File: config.mk
export PLATFORM = sky130hd
export DESIGN_NAME = instr_fetch_unit
export DESIGN_NICKNAME = d
export VERILOG_FILES = /design/src/rtl/instr_fetch_unit_pkg.sv /design/src/rtl/instr_fetch_unit_pc_next_calc.sv /design/src/rtl/instr_fetch_unit.sv
export SDC_FILE = /design/constraint.sdc
export NUM_CORES = 1
export LEC_CHECK = 0
export CAP_MARGIN = 5
export CORE_ASPECT_RATIO = 0.5
export CORE_MARGIN = 2
export CORE_UTILIZATION = 40
export DETAILED_ROUTE_END_ITERATION = 7
export GPL_TIMING_DRIVEN = 0
export PLACE_DENSITY = 0.64
export RECOVER_POWER = 25
export SLEW_MARGIN = 20
export SYNTH_ARGS = -nofsm -noshare
export SYNTH_HDL_FRONTEND = slang
export SYNTH_HIERARCHICAL = 1
export SYNTH_SLANG_ARGS = --single-unit
File: constraint.sdc
create_clock -name clk -period 5.03 [get_ports clk]
set_clock_uncertainty 0.2 [all_clocks]
set_input_delay 0.503 -clock clk [delete_from_list [all_inputs] [get_ports clk]]
set_output_delay 0.503 -clock clk [all_outputs]
set_load 0.01 [all_outputs]
File: src/rtl/instr_fetch_unit_pkg.sv
// Shared definitions for the fetch unit: MIPS opcode constants, fetch FSM
// state encoding and next-PC source selection.
package instr_fetch_unit_pkg;

  localparam logic [5:0] OP_RTYPE = 6'b000000;
  localparam logic [5:0] OP_LW    = 6'b100011;
  localparam logic [5:0] OP_SW    = 6'b101011;
  localparam logic [5:0] OP_ADDI  = 6'b001000;
  localparam logic [5:0] OP_BEQ   = 6'b000100;
  localparam logic [5:0] OP_BNE   = 6'b000101;
  localparam logic [5:0] OP_J     = 6'b000010;

  typedef enum logic [1:0] {
    IF_FETCH   = 2'b00,
    IF_ISSUE   = 2'b01,
    IF_RESOLVE = 2'b10
  } if_state_e;

  typedef enum logic [1:0] {
    SEL_SEQ    = 2'b00,
    SEL_JUMP   = 2'b01,
    SEL_BRANCH = 2'b10
  } pc_sel_e;

endpackage

File: src/rtl/instr_fetch_unit_pc_next_calc.sv
// Combinational next-PC: sequential (pc_out+4), j target or beq/bne target,
// all modulo 2^AW.
module pc_next_calc
  import instr_fetch_unit_pkg::*;
#(
  parameter int unsigned AW = 32
) (
  input  logic [AW-1:0] pc_out,
  input  logic [31:0]   instr,
  input  pc_sel_e       sel,
  output logic [AW-1:0] pc_next
);

  localparam int unsigned MW = (AW < 28) ? AW : 28;

  logic [AW-1:0] pc_plus4;
  logic [AW-1:0] jump_target;
  logic [AW-1:0] branch_target;
  logic [AW-1:0] offset_sext;
  logic [27:0]   jump_field;
  logic          unused_opcode;

  assign unused_opcode = ^instr[31:26];
  assign pc_plus4      = pc_out + AW'(4);
  assign jump_field    = {instr[25:0], 2'b00};
  assign offset_sext   = AW'({{AW{instr[15]}}, instr[15:0]});
  assign branch_target = pc_plus4 + (offset_sext << 2);

  // Low MW bits come from the jump field; anything above keeps pc_out+4.
  always_comb begin
    jump_target = pc_plus4;
    for (int unsigned i = 0; i < MW; i++) begin
      jump_target[i] = jump_field[i];
    end
  end

  always_comb begin
    case (sel)
      SEL_JUMP:   pc_next = jump_target;
      SEL_BRANCH: pc_next = branch_target;
      default:    pc_next = pc_plus4;
    endcase
  end

endmodule

File: src/rtl/instr_fetch_unit.sv
// Instruction fetch unit: holds the PC, fetches over a req/ready handshake and
// presents each instruction to decode until accepted; redirects on j/beq/bne.
module instr_fetch_unit
  import instr_fetch_unit_pkg::*;
#(
  parameter int unsigned   AW       = 32,
  parameter logic [AW-1:0] RESET_PC = '0
) (
  input  logic          clk,
  input  logic          rst_n,
  output logic          imem_req,
  output logic [AW-1:0] imem_addr,
  input  logic          imem_ready,
  input  logic [31:0]   imem_rdata,
  output logic          instr_valid,
  output logic [31:0]   instr,
  output logic [5:0]    opcode,
  output logic [5:0]    funct,
  output logic [AW-1:0] pc_out,
  input  logic          instr_accept,
  input  logic          br_resolved,
  input  logic          br_taken
);

  if_state_e     state, state_next;
  logic [AW-1:0] pc;
  logic [AW-1:0] pc_target;
  pc_sel_e       sel;
  logic          capture;
  logic          consume;
  logic          load_pc;

  assign imem_addr = pc;
  assign opcode    = instr[31:26];
  assign funct     = instr[5:0];

  pc_next_calc #(.AW(AW)) u_pc_next_calc (
    .pc_out  (pc_out),
    .instr   (instr),
    .sel     (sel),
    .pc_next (pc_target)
  );

  always_comb begin
    state_next = state;
    capture    = 1'b0;
    consume    = 1'b0;
    load_pc    = 1'b0;
    sel        = SEL_SEQ;
    case (state)
      IF_FETCH: begin
        if (imem_req && imem_ready) begin
          capture    = 1'b1;
          state_next = IF_ISSUE;
        end
      end
      IF_ISSUE: begin
        // br_resolved is deliberately ignored here, even alongside accept.
        if (instr_valid && instr_accept) begin
          consume = 1'b1;
          case (opcode)
            OP_J: begin
              sel        = SEL_JUMP;
              load_pc    = 1'b1;
              state_next = IF_FETCH;
            end
            OP_BEQ, OP_BNE: state_next = IF_RESOLVE;
            default:        state_next = IF_FETCH;
          endcase
        end
      end
      IF_RESOLVE: begin
        if (br_resolved) begin
          state_next = IF_FETCH;
          if (br_taken) begin
            sel     = SEL_BRANCH;
            load_pc = 1'b1;
          end
        end
      end
      default: state_next = IF_FETCH;
    endcase
  end

  always_ff @(posedge clk or negedge rst_n) begin
    if (!rst_n) begin
      state       <= IF_FETCH;
      pc          <= RESET_PC;
      imem_req    <= 1'b0;
      instr_valid <= 1'b0;
      instr       <= '0;
      pc_out      <= RESET_PC;
    end else begin
      state <= state_next;
      if (capture) begin
        instr       <= imem_rdata;
        pc_out      <= pc;
        pc          <= pc + AW'(4);
        imem_req    <= 1'b0;
        instr_valid <= 1'b1;
      end else begin
        if (state == IF_FETCH) imem_req <= 1'b1;
        if (consume)           instr_valid <= 1'b0;
        if (load_pc)           pc <= pc_target;
      end
    end
  end

endmodule
==> impl_results.md <==
* Unrepaired setup endpoints after global routing: false
* H-tree levels at 3
* Worst hold path class: register to register
* CTS tree: built
* Drc violations at 0
* Die Span Y at between 90 and 100 µm
* Fmax at 215 MHz
* Vias per cell at 5.61
* Number of global-route vias before repair at 6,730
* Lkg Pwr at 0.00425 µW
* Synth Net Count at 1,004
* Post-synth EDFFs at 0
* Clk pin slew, worst setup/hold paths at 0.08 ns
* Synth Flop Type: dfrtp_1
* Critical path required time at just over 5 ns
* Mean Syn Cell Area at 7.91 µm²
* Worst Tran Pin Value at 1.90 ns
* CTS buffer count at 9
* CTS root buf: clkbuf_16
* Async SR Flop Fraction at 100%
* Top cell type's share of synthesized area at 34.3%
* Num rows at 34
* First-pass GRT wire length at approximately 40 mm
* Io pins at 148
* Relative slew slack at -26.9%
* Initial core utilization at 41.5%
* Fin Hold WS at 0.314 ns
* Total number of vias at approximately 7,400
* Worst vdd ir at 229 µV
* Clk buf depth at 2
* Final-report max-slew violation count at 103
* Clock latency on the worst-skew pair at between 0.3 and 0.4 ns
* Failing checks: max-capacitance violations, max-slew violations
* All-Layer GR Usage at a little over a quarter
* Status: finished with violations
* Share of the clock period used by the worst path at 92.4%
* WL final at 26.4 mm
* Buffer count from post-CTS setup fixing at 0
* Drt pass-1 iters at 5
* Synth area leaders: dfrtp_1 (34%), nand2_1 (13%), ha_1 (7.0%)
* Routability cong. at 0.963
* Fin crit period at about 4.6 ns
* Critical path class: register to register
* Ant. Diodes at 0
* Register area share after synthesis at 34.3%
* Post-cts sizing count at 0
* Area leader, netlist: dfrtp_1
* CP max FO at 9
* Final setup vio count at 0
* Initial antenna violation count at 0
* Yosys warns at 6
* Final antenna-violating net count at 0
* PwrDens at 647 nW/µm²
* Die area at 19,400 µm²
* Number of max-cap violations at 2
* Synthesized area at ~7300 µm²
* DR WL/cell at 20.0 µm
* Largest net degree at the start of global routing at 72
* Mapped Cells at 924
* Die Span X at 195 µm
* Yosys cell types at 70
* Final hold viol count at 0
* DP HPWL at between 20 and 25 mm
* Nets at approximately 1,200
* Core ar. at 17,600 µm²
* Clk sink count at 100
* Setup crit end kind: register
* Worst path arrival time at 4.72 ns
* Post-layout util at 53.3%
* Layout cells sized above 1 at 5.23%
* Seq cells post-synth at 100
* DRT iter0 DRCs at 761
* Worst setup SP type: register
* Port Buffers at 147
* Synthesis-to-layout area growth at 28.6%
* Gr ovfl total at 0
==> critical path, cell delays in order (launching register included) <==
cell and delay [ns]:
dfrtp_1 0.53, and3_1 0.32, nand3_2 0.17, nor2_1 0.35
nand2_1 0.12, xnor2_1 0.28, ha_1 0.29, clkbuf_1 0.21
a21o_1 0.23, a21o_1 0.17, a221oi_1 0.41, o21ai_1 0.14
a21oi_1 0.20, a21oi_1 0.08, xnor2_1 0.15, o21ai_1 0.39
o22ai_1 0.17, nor3_1 0.16
==> repair_timing <==
action | CTS | global route
setup endpoints to repair | 0 | 0
endpoints found under the hold margin | 29 | 0
hold buffers | 1 | 0
==> final timing paths <==
| path | to | slack, ns | startpoint | depth (start not counted) |
|---|---|---|---|---|
| max reg2reg | imem_addr[26] | 0.38 | pc_out[4] | 17 |
| min | pc_out[0] | 0.31 | imem_addr[0] | 2 |
| max in group asynchronous | instr[16] | 1.15 | rst_n | 3 |
| max | imem_addr[26] | 0.38 | pc_out[4] | 17 |
| min reg2reg | pc_out[0] | 0.31 | imem_addr[0] | 2 |
| min in group asynchronous | pc_out[3] | 0.88 | rst_n | 2 |
==> sequential cells by signal, indices dropped and copies added (netlist names) <==
register and count:
state 2, pc_out 32, imem_req 1, imem_addr 32, instr_valid 1, instr 32
==> final cells by class <==
type / instances / area, µm²
multi-input combinational: 747 / 4450
sequential: 100 / 2500
buffer: 55 / 272
clock buffer: 10 / 239
tap: 234 / 293
timing repair buffer: 149 / 1480
fill: 1728 / 8220
inverter: 22 / 82.6
clock inverter: 6 / 76.3
==> metrics by stage <==
stage | instance area (µm²) | power [µW] | TNS, ns | setup slack (ns) | instances
after global routing | 9390 | 6470 | 0 | 0.204 | 1323
after global placement | 9070 | 5190 | -73.96 | -0.752 | 1305
after floorplan | 7300 | 3690 | 0 | 1.31 | 924
after CTS | 9420 | 6030 | 0 | 0.572 | 1323
after detailed placement | 9100 | 5240 | 0 | 0.623 | 1306
final | 9390 | 6070 | 0 | 0.384 | 1323
==> routing by layer <==
layer  global-route usage (%)  up-vias  wire, µm
met3                     6.92       21      2740
met1                     42.6     3529     13100
li1                         -     3562         -
met5                        0        -         0
met2                     37.9      312     10400
met4                     4.11        0       193
==> Yosys cell counts (5+ instances only) <==
cell type,n
a211oi_1,10
a21o_1,18
a21oi_1,32
a221oi_1,14
a22oi_1,6
a31oi_1,5
and2_1,5
and3_1,22
and4_1,5
buf_4,12
clkbuf_1,35
dfrtp_1,100
ha_1,41
inv_1,20
nand2_1,250
nand3_1,38
nand4_1,24
nor2_1,70
nor2b_1,6
nor3_1,15
nor4_1,6
o211ai_1,8
o21a_1,10
o21ai_0,19
o21ai_1,17
o22ai_1,8
xnor2_1,37
xor2_1,19
==> layout by cell type, fill, tap and decap left out, types with 4 or more instances in the layout <==
master,synthesis,layout
o211ai_1,8,8
nand2_1,250,250
o21ai_1,17,17
and2_1,5,5
and4_1,5,5
o21bai_1,4,4
inv_1,20,20
clkbuf_1,35,36
clkbuf_16,0,9
a221oi_1,14,14
nor2_1,70,70
a21o_1,18,18
a221o_1,4,4
nor2b_1,6,6
a22oi_1,6,6
xnor2_1,37,37
o21a_1,10,10
and3_1,22,22
a31oi_1,5,5
nand3_1,38,38
clkdlybuf4s50_1,0,146
o21ai_0,19,19
buf_2,4,4
nor3_1,15,15
nand4_1,24,24
nor4_1,6,6
a211oi_1,10,10
xor2_1,19,19
buf_4,12,12
o22ai_1,8,8
a21oi_1,32,32
dfrtp_1,100,100
ha_1,41,41
==> kinds of logic (layout without fill, tap and decap cells) <==
family                     Yosys count  in the layout  synth area share, %
xor gates and xnor gates            56             56                 6.71
adders and majority gates           42             42                 7.30
buffers and inverters               77            242                 4.85
and+or+nand+nor                    455            455                 27.6
DFF                                100            100                 34.3
AOI/OAI and AO/OA                  191            191                 18.8
muxes                                3              3                0.411
==> power by group <==
group / internal, µW / total (µW) / switching (µW)
logic: 1640 / 3700 / 2070
clock network: 410 / 756 / 346
registers: 1100 / 1620 / 519
Power figures use the tool's default switching activity.
==> RTL change, RTL diff (same settings) <==
Encoding of `if_state_e`: now one-hot (3 bits for 3 states).
--- a/src/rtl/instr_fetch_unit_pkg.sv
+++ b/src/rtl/instr_fetch_unit_pkg.sv
@@ -12,6 +12,6 @@
 
-  typedef enum logic [1:0] {
-    IF_FETCH   = 2'b00,
-    IF_ISSUE   = 2'b01,
-    IF_RESOLVE = 2'b10
+  typedef enum logic [2:0] {
+    IF_FETCH   = 3'b001,
+    IF_ISSUE   = 3'b010,
+    IF_RESOLVE = 3'b100
   } if_state_e;
Formal check against the unedited RTL: no difference found for any inputs over 4 cycles, from zero or initial values and one cycle with rst_n low; so few cycles prove little.
==> RTL change against the original RTL <==
  * The flow still finishes with violations (max-capacitance violations, max-slew violations)
  * Critical path depth is the same
  * Sequential cell count grew 1
  * Hold slack lost 0.0065 ns
  * Synthesized area grew 0.43%
  * Non-clock buffer count shrank 4
  * Worst setup slack lost 0.16 ns
  * Wire length grew 0.55%
  * Design area grew 0.51%
  * Critical path type unchanged
Power is left out: it rests on default switching activity, and per cell area and clock period it moved more than threefold.
==> RTL change: results (changes against the original RTL) <==
diode count=0 (unchanged); htree depth=3 (unchanged); Worst EP arrival=4.84 ns (+0.12 ns); critical path peak fanout=7 (-2); nets=1163 (-0.086%); I/O Buffers=147 (unchanged); Max stage delay on crit path=0.55 ns (+0.02 ns); WL per Instance=20.1 um (+0.40%); largest net degree at the start of global routing=64 (-11%); Max Cap Viol=2 (unchanged); share of cells above drive strength 1=6.78% (+1.5 points); initial antenna violation count=0 (unchanged); first-pass GRT wire length=41000 um (+2.6%); Seq/Total Area, Yosys=34.5% (+0.21 points); largest cells by area after synthesis=dfrtp_1, nand2_1, ha_1, xnor2_1, nand3_1; failing checks=max-capacitance violations, max-slew violations; delay-heaviest family, CP=simple AND/OR/NAND/NOR gates; number of buffers created by CTS=9 (unchanged); clock-pin slew on the worst setup and hold paths=0.08 ns (about the same); Slew Viols, Final=104 (+0.97%); slowest library cell on the worst path=or4b_1; clk root buf=clkbuf_16; Iter 0 DRT Violations=892 (+17%); Filler cells=1633 (-5.5%); GRT met1 Usage=43.8% (+1.2 points); Commonest cells post-synth=nand2_1, dfrtp_1, nand3_1; First-pass DRT Iterations=5 (unchanged); GPL Wtd Cong=0.922 (-4.2%); yosys warns=6 (unchanged); total track usage=27.5% (+0.18 points); Post-DP HPWL=20600 um (-0.36%); syn_nets=1003 (-0.10%); Max-slew headroom=-50.5% (-24 points); vias in the first global route=6900 (+2.5%); detailed-route via count=7575 (+2.0%); status=complete, but fails checks; post-CTS setup buffer count=0 (unchanged); worst min-delay path class=reg2reg; Post-synth ARST share=100% (unchanged); Skew-Pair Late Insertion Delay=0.36 ns (about the same); met2 Use GR=37.5% (-0.33 points); grt met3 use=6.65% (-0.27 points); Netlist cell types=73 (+4.3%); clock buffer depth=2 (unchanged)
[RTL change: cell count changes after synthesis, moves of 13 or more]
cell and change:
nand2_1 +28, nor2_1 -22, o21ai_1 -17, nand3_1 +14, o21ai_0 +14, clkbuf_1 -13
[RTL change: metrics by stage]
| step | worst slack (ns) | cell area, sq um | utilization, % | cells |
|---|---|---|---|---|
| after detailed placement | -0.0193 | 9130 | 51.7 | 1308 |
| after floorplan | 0.819 | 7340 | - | 926 |
| final | 0.220 | 9440 | 53.5 | 1325 |
| after global placement | -0.782 | 9100 | 51.5 | 1307 |
| after CTS | 0.169 | 9440 | 53.5 | 1325 |
| after global routing | -0.0567 | 9440 | 53.5 | 1325 |
[RTL change: logic make-up after synthesis]
kind of cell	share of synthesized area (%)
xor gates and xnor gates	6.33
buffers and inverters	4.59
and+or+nand+nor	29.5
adders and majority gates	6.75
DFF	34.5
AOI/OAI and AO/OA	18.1
muxes	0.273
[RTL change: repair_timing]
item	4_1_cts	5_1_grt
hold buffers	1	0
gates resized for setup	1	5
setup endpoints to repair	1	2
hold endpoints to repair	38	0
[RTL change: worst paths after layout]
kind,from,endpoint,slack (ns),cells past startpoint
worst max-delay path,pc_out[9]$_DFFE_PN0P_,imem_addr[31]$_DFFE_PN0P_,0.22,17
min in group asynchronous,rst_n,pc_out[3]$_DFFE_PN0P_,1.16,2
worst min-delay path,imem_addr[0]$_DFFE_PN0P_,imem_addr[0]$_DFFE_PN0P_,0.31,2
max in group asynchronous,rst_n,imem_req$_DFFE_PN0P_,0.90,3
worst max register to register,pc_out[9]$_DFFE_PN0P_,imem_addr[31]$_DFFE_PN0P_,0.22,17
worst min register to register,imem_addr[0]$_DFFE_PN0P_,imem_addr[0]$_DFFE_PN0P_,0.31,2
[RTL change: tightest hold or removal path: stages, from the launching register on]
cell and delay (ns):
dfrtp_1 0.37, nand2_1 0.06, nand2_1 0.05
[RTL change: per-layer routing]
layer  wire (um)  share of wire (%)  vias to the layer above
met5           0                  0                        -
met4         172               0.65                        0
met3        2490                9.4                       13
met2       10500                 40                      313
met1       13400                 50                     3672
li1            -                  -                     3577
[RTL change: area by class of cell]
| type | instances | area (sq um) | share of cell area, % |
|---|---|---|---|
| multi-input cells | 757 | 4510 | 47.8 |
| flip-flops and latches | 101 | 2530 | 26.8 |
| repair buffers | 149 | 1480 | 15.7 |
| well taps | 234 | 293 | 3.10 |
| plain buffers | 51 | 273 | 2.89 |
| clock buffers | 9 | 225 | 2.39 |
| clock inverters | 7 | 68.8 | 0.729 |
| inverters | 17 | 63.8 | 0.676 |
